===== config.mk =====
export PLATFORM = sky130hd
export DESIGN_NAME = apb_manager_nch
export DESIGN_NICKNAME = d
export VERILOG_FILES = /design/src/rtl/apb_pkg.sv /design/src/rtl/apb_slot_decode.sv /design/src/rtl/apb_manager_nch.sv
export SDC_FILE = /design/constraint.sdc
export NUM_CORES = 1
export LEC_CHECK = 0
export BUFFER_PORTS_ARGS = -buffer_cell sky130_fd_sc_hd__buf_2
export CORE_MARGIN = 3
export CORE_UTILIZATION = 38
export DETAILED_ROUTE_END_ITERATION = 6
export GPL_TIMING_DRIVEN = 0
export MAX_ROUTING_LAYER = met4
export PLACE_DENSITY = 0.79
export RECOVER_POWER = 25
export SYNTH_ARGS = -nofsm -noshare
export SYNTH_HDL_FRONTEND = slang
export SYNTH_HIERARCHICAL = 1
export SYNTH_SLANG_ARGS = --single-unit
export TNS_END_PERCENT = 50

===== constraint.sdc =====
create_clock -name PCLK -period 3.8 [get_ports PCLK]
set_input_delay 0.95 -clock PCLK [delete_from_list [all_inputs] [get_ports PCLK]]
set_output_delay 0.95 -clock PCLK [all_outputs]
set_load 0.1 [all_outputs]

===== src/rtl/apb_pkg.sv =====
// Shared types and default constants for the APB manager slice.
// Holds the bus-state enum, the default decode window and the default
// ACCESS wait limit, plus a helper that sizes the optional timeout counter.
package apb_pkg;

    typedef enum logic [1:0] {
        APB_IDLE   = 2'd0,
        APB_SETUP  = 2'd1,
        APB_ACCESS = 2'd2
    } apb_state_e;

    localparam logic [31:0] APB_DEFAULT_BASE_ADDR      = 32'h1000_0000;
    localparam int          APB_DEFAULT_SLOT_BITS      = 12;
    localparam int          APB_DEFAULT_TIMEOUT_CYCLES = 255;

    // Width of the ACCESS timeout counter: never narrower than 8 bits and
    // always wide enough to hold the configured limit.
    function automatic int timeout_cnt_width(input int cycles);
        int w;
        w = $clog2(cycles + 1);
        return (w < 8) ? 8 : w;
    endfunction

endpackage


===== src/rtl/apb_slot_decode.sv =====
// Combinational slot decoder for the APB manager.
// Maps the latched bus address onto one subordinate slot inside a window of
// NUM_SUB equally sized slots starting at BASE_ADDR. Addresses outside the
// window give no select and hit=0. Nothing is selected while en is low.
module apb_slot_decode
    import apb_pkg::*;
#(
    parameter int          NUM_SUB   = 4,
    parameter logic [31:0] BASE_ADDR = APB_DEFAULT_BASE_ADDR,
    parameter int          SLOT_BITS = APB_DEFAULT_SLOT_BITS
) (
    input  logic [31:0]                PADDR,
    input  logic                       en,
    output logic [NUM_SUB-1:0]         sel,
    output logic [$clog2(NUM_SUB)-1:0] idx,
    output logic                       hit
);

    localparam int          IDX_W  = $clog2(NUM_SUB);
    // Window bounds are kept 33 bits wide so a window that ends exactly at
    // the top of the 4 GiB space does not wrap.
    localparam logic [32:0] WIN_LO = {1'b0, BASE_ADDR};
    localparam logic [32:0] WIN_HI = WIN_LO + (33'(NUM_SUB) << SLOT_BITS);

    logic [32:0] addr_ext;

    // Range check, slot extraction and one-hot select generation.
    always_comb begin
        addr_ext = {1'b0, PADDR};
        idx      = PADDR[SLOT_BITS +: IDX_W];
        hit      = en && (addr_ext >= WIN_LO) && (addr_ext < WIN_HI)
                   && (int'(idx) < NUM_SUB);
        for (int k = 0; k < NUM_SUB; k++) begin
            sel[k] = hit && (int'(idx) == k);
        end
    end

endmodule


===== src/rtl/apb_manager_nch.sv =====
// APB manager driving NUM_SUB subordinate slots from a simple request port.
// A request is taken in IDLE or on the completing ACCESS cycle, walked
// through SETUP and ACCESS, and answered with a one-cycle ready pulse.
// Addresses outside the decode window finish at once with error=1.
// Optional feature: define APB_MANAGER_TIMEOUT_EN to abort an ACCESS phase
// that has waited TIMEOUT_CYCLES cycles without PREADY.
module apb_manager_nch
    import apb_pkg::*;
#(
    parameter int          NUM_SUB        = 4,
    parameter int          DATA_W         = 32,
    parameter logic [31:0] BASE_ADDR      = APB_DEFAULT_BASE_ADDR,
    parameter int          SLOT_BITS      = APB_DEFAULT_SLOT_BITS,
    parameter int          TIMEOUT_CYCLES = APB_DEFAULT_TIMEOUT_CYCLES
) (
    input  logic                      PCLK,
    input  logic                      PRESET,
    output logic [31:0]               PADDR,
    output logic                      PWRITE,
    output logic [DATA_W-1:0]         PWDATA,
    output logic [DATA_W/8-1:0]       PSTRB,
    output logic [NUM_SUB-1:0]        PSEL,
    output logic                      PENABLE,
    input  logic [NUM_SUB*DATA_W-1:0] PRDATA,
    input  logic [NUM_SUB-1:0]        PREADY,
    input  logic [NUM_SUB-1:0]        PSLVERR,
    input  logic                      transfer,
    input  logic                      write,
    input  logic [31:0]               addr,
    input  logic [DATA_W-1:0]         wdata,
    input  logic [DATA_W/8-1:0]       strb,
    output logic [DATA_W-1:0]         rdata,
    output logic                      ready,
    output logic                      error,
    output logic                      busy
);

    localparam int IDX_W = $clog2(NUM_SUB);

    // Reject configurations the decoder and strobe logic cannot represent.
    if (NUM_SUB < 2 || NUM_SUB > 16 || DATA_W < 8 || (DATA_W % 8) != 0
        || SLOT_BITS < 2 || TIMEOUT_CYCLES < 1) begin : g_bad_params
        $error("apb_manager_nch: illegal parameter combination");
    end

    apb_state_e          state;
    apb_state_e          state_nxt;
    logic [NUM_SUB-1:0]  dec_sel;
    logic [IDX_W-1:0]    dec_idx;
    logic                dec_hit;
    logic [DATA_W-1:0]   slot_rdata;
    logic                slot_ready;
    logic                slot_err;
    logic                timeout_hit;
    logic                complete;
    logic                abort;
    logic                accept;

    apb_slot_decode #(
        .NUM_SUB   (NUM_SUB),
        .BASE_ADDR (BASE_ADDR),
        .SLOT_BITS (SLOT_BITS)
    ) u_decode (
        .PADDR (PADDR),
        .en    (state != APB_IDLE),
        .sel   (dec_sel),
        .idx   (dec_idx),
        .hit   (dec_hit)
    );

    // Pick read data, ready and error of the addressed slot; an unmapped
    // address leaves all three at zero.
    always_comb begin
        slot_rdata = '0;
        slot_ready = 1'b0;
        slot_err   = 1'b0;
        for (int k = 0; k < NUM_SUB; k++) begin
            if (dec_hit && (int'(dec_idx) == k)) begin
                slot_rdata = PRDATA[k*DATA_W +: DATA_W];
                slot_ready = PREADY[k];
                slot_err   = PSLVERR[k];
            end
        end
    end

`ifdef APB_MANAGER_TIMEOUT_EN
    localparam int TO_W = timeout_cnt_width(TIMEOUT_CYCLES);

    logic [TO_W-1:0] to_cnt;

    // Count ACCESS cycles of the current transfer; cleared whenever the
    // transfer completes or the bus is not in ACCESS.
    always_ff @(posedge PCLK or posedge PRESET) begin
        if (PRESET) begin
            to_cnt <= '0;
        end else if (state == APB_ACCESS && !complete) begin
            to_cnt <= to_cnt + 1'b1;
        end else begin
            to_cnt <= '0;
        end
    end

    assign timeout_hit = (state == APB_ACCESS)
                         && (to_cnt == TO_W'(TIMEOUT_CYCLES - 1));
`else
    assign timeout_hit = 1'b0;
`endif

    // Completion, abort and request-acceptance conditions plus the
    // next-state decision and the bus-phase outputs.
    always_comb begin
        complete  = (state == APB_ACCESS)
                    && (!dec_hit || slot_ready || timeout_hit);
        abort     = !dec_hit || (timeout_hit && !slot_ready);
        accept    = transfer && ((state == APB_IDLE) || complete);
        state_nxt = state;
        case (state)
            APB_IDLE:   if (transfer) state_nxt = APB_SETUP;
            APB_SETUP:  state_nxt = APB_ACCESS;
            APB_ACCESS: if (complete) state_nxt = transfer ? APB_SETUP : APB_IDLE;
            default:    state_nxt = APB_IDLE;
        endcase
        PSEL    = dec_sel;
        PENABLE = (state == APB_ACCESS);
        busy    = (state != APB_IDLE);
    end

    // Bus state register.
    always_ff @(posedge PCLK or posedge PRESET) begin
        if (PRESET) begin
            state <= APB_IDLE;
        end else begin
            state <= state_nxt;
        end
    end

    // Capture a new request; strobes are meaningless on reads so they are
    // driven low for the whole read transfer.
    always_ff @(posedge PCLK or posedge PRESET) begin
        if (PRESET) begin
            PADDR  <= '0;
            PWRITE <= 1'b0;
            PWDATA <= '0;
            PSTRB  <= '0;
        end else if (accept) begin
            PADDR  <= addr;
            PWRITE <= write;
            PWDATA <= wdata;
            PSTRB  <= write ? strb : '0;
        end
    end

    // Response side: one-cycle ready pulse with error, read data captured
    // on read completion and cleared for unmapped or aborted transfers.
    always_ff @(posedge PCLK or posedge PRESET) begin
        if (PRESET) begin
            ready <= 1'b0;
            error <= 1'b0;
            rdata <= '0;
        end else begin
            ready <= complete;
            error <= complete && (abort || slot_err);
            if (complete && abort) begin
                rdata <= '0;
            end else if (complete && !PWRITE) begin
                rdata <= slot_rdata;
            end
        end
    end

endmodule


==> impl_results.md <==
* Post_cts resized at 0
* Routed Antenna Nets at 0
* Via count at 4,044
* Placed cells at around 790
* Post-CTS setup buffer count at 0
* Finished Cell Area at ~7200 um^2
* Tot Pwr at about 3.8 mW
* Flops & latches, synth at approximately 110
* Net Count, Synth at slightly above 500
* Reg-to-Reg End: PADDR[10]$_DFFE_PP0P_
* Worst setup margin at between 500 and 600 ps
* Hold WC Path Type: reg2reg
* Sum Neg Setup Slack at 0 ps
* Worst slew margin at -38.8%
* RSZ-0062 raised after global routing: no
* Sequential cell area fraction in the yosys report at between 50% and 60%
* Starting density of the core at just under 40%
* Syn avg cell area at 16.9 um^2
* Largest net degree at the start of global routing at around 60
* PortBufs at roughly 320
* Status: finished with violations
* Finished Layout Cells at between 800 and 900
* Ant. Diodes at 0
* Crit path kind: reg2out
* Util after Layout at between 50% and 60%
* Arr. time, crit path at ~2300 ps
* Cells after synthesis at 302
* Core ar. at 12,900 um^2
* Final number of hold-violating endpoints at 0
* Worst IR Drop VDD at about 0.26 mV
* Die Area at roughly 15,000 um^2
* Post-route clock period utilization at 85.9%
* Drc violations at 0
* Dpl ws at between 800 and 900 ps
* Share of cells above drive strength 1 at between 70% and 80%
* Post-synthesis compound-gate area fraction at 6.47%
* DP Area at 6950 um^2
* Clock buffer depth at 2
* Post-Synth XOR/XNOR Area at 0%
* Cell Area, Synth at around 5100 um^2
* Multiplexer area fraction after synthesis at a little over a third
* Final Skew at roughly 5.9 ps
* # fillers at approximately 1,100
* Final Hold Slack at ~500 ps
* Crit path max fanout at 5
* Main combinational cell family by area after synthesis: multiplexers
* Power density over cell area at approximately 520 nW/um^2
* Total track usage at between 20% and 30%
* Cell Rows at slightly above 40
* Worst Hold Launch: rdata[3]$_DFFE_PP0P_
* Tightest Pin Transition at approximately 2100 ps
* Hold Path Sink: rdata[3]$_DFFE_PP0P_
* Achievable Freq at 306 MHz
* Period minus WS final at approximately 3300 ps
* Vias in the first global route at 4,269
* CTS Hold Bufs at 0
* Starting DRC count in detailed routing at approximately 160
* Die Wd at 122 um
* RD Place Congestion at 0.767
* GRT Residual Overflow at 0
* H-tree levels at 3
* Vias per cell at about 5
* Yosys cell types at 27
* Pleak at around 3.8 nW
* WL/cell at 18.2 um
* First-pass GRT wire length at approximately 23,000 um
* Initial antenna violation count at 0
* Setup violators final at 0
* CTS buffer count at 9
* Hold depth at 1
* Simple-gate share of the synthesized area at 3.28%
* Synthesis Warnings at 6
* Router iterations before antenna repair at 4
* CP endpoint kind: output pin
* Final WL at roughly 15,000 um
* Area growth syn-to-layout at 41.9%
* Worst r2r src: state[1]$_DFFE_PP0P_
* Adder-cell share of the synthesized area at 0%
* DP HPWL at about 12,000 um
* CTS clock-pin slew for the worst setup and hold paths at ~70 ps
* Clock Sinks at between 100 and 150
* Max-cap viol count at 1
* Ports at around 320
* Final-stage net count at approximately 840
* Chip height at ~120 um
* Critical path launch point type: register
* Max-slew violations at 48
* R2R cell count at 9
* Flop2flop setup slack at approximately 900 ps
* Root buf cell: clkbuf_16
* CTS tree: yes
* Failing checks: max-capacitance violations, max-slew violations
* Worst endpoint required time at 2850 ps
* Clk_lat worst skew at between 300 and 400 ps
## where the power goes
part,switching [mW],internal (mW),leakage [nW]
registers,0.0820,1.23,1.31
logic,1.11,0.449,2.35
clock network,0.391,0.531,0.143
total,1.58,2.21,3.80
## worst max-delay path: stages (launching register included)
cell	delay, ps
dfrtp_1	420
or2_2	180
nor4b_1	270
nand4_1	320
nor4b_2	310
buf_2	480
## state kept, by name (all words and copies together), names as in the netlist
register	count
error	1
PADDR	32
PWDATA	32
state	2
ready	1
PWRITE	1
PSTRB	4
rdata	32
## logic make-up after synthesis
logic type      Yosys count
flops                   105
mux                     104
compound gates           36
buf+inv                  31
simple gates             26
## layout make-up
type | count | area [um^2] | share of cell area, %
repair buffers | 317 | 1610 | 22.2
inverters | 8 | 31.3 | 0.432
well taps | 172 | 215 | 2.97
clock inverters | 4 | 51.3 | 0.708
flip-flops and latches | 105 | 2630 | 36.3
multi-input cells | 166 | 2300 | 31.8
clock buffers | 12 | 246 | 3.40
plain buffers | 23 | 165 | 2.28
## worst max-delay path by stage
stage | end | start | cells after the start | slack (ps)
final | PSEL[2] | state[1]$_DFFE_PP0P_ | 5 | 540
after global routing | PSEL[2] | state[1]$_DFFE_PP0P_ | 5 | 350
after CTS | PSEL[2] | state[1]$_DFFE_PP0P_ | 5 | 490
after detailed placement | rdata[15]$_DFFE_PP0P_ | state[1]$_DFFE_PP0P_ | 9 | 860
after global placement | PSTRB[2]$_DFFE_PP0P_ | PRESET | 2 | -890
after floorplan | PSEL[2] | PADDR[28]$_DFFE_PP0P_ | 3 | -380
## routing by layer
metal	part of all wire, %	GRT usage [%]	up-vias
met2	53	35.3	214
met4	1.5	6.16	0
li1	-	-	1813
met5	0	-	-
met1	38	23.3	1995
met3	7.7	4.18	22
## synthesized netlist by cell type
master      n  area share, %
nand2_1     9           0.66
or2_2       1           0.12
nor4_1      3           0.37
o21ai_0     1          0.098
nor2_1      2           0.15
inv_1       8           0.59
nand2b_1    1           0.12
buf_6       8            1.8
nor4b_1     2           0.34
nand4_1     1           0.12
mux2i_1     4           0.78
dfrtp_1   105             51
mux2_2      1           0.22
clkbuf_1    4           0.29
or4_4       1           0.22
a21oi_4     1           0.32
nor3_1      3           0.29
a22o_1     32            5.5
nor4b_2     1           0.29
nor2b_1     1           0.12
nor4b_4     1           0.47
buf_2       9           0.88
o22ai_4     1           0.39
mux2_4     66             19
mux4_2     33             15
a211o_1     1           0.17
buf_4       2           0.29
## placed cells by master, fill, tap and decap left out, types with 2 or more instances in the layout
cell type    n
mux4_2      33
buf_6        8
a22o_1      32
buf_4        2
inv_1        7
nor2_1       2
nor4_2       2
clkbuf_1     6
dfrtp_1    105
nand2_1      9
nor4b_1      2
clkbuf_16    9
mux2_4      66
buf_2      325
mux2i_1      4
nor3_1       2
Note: power is estimated with default switching activity, not from simulation.
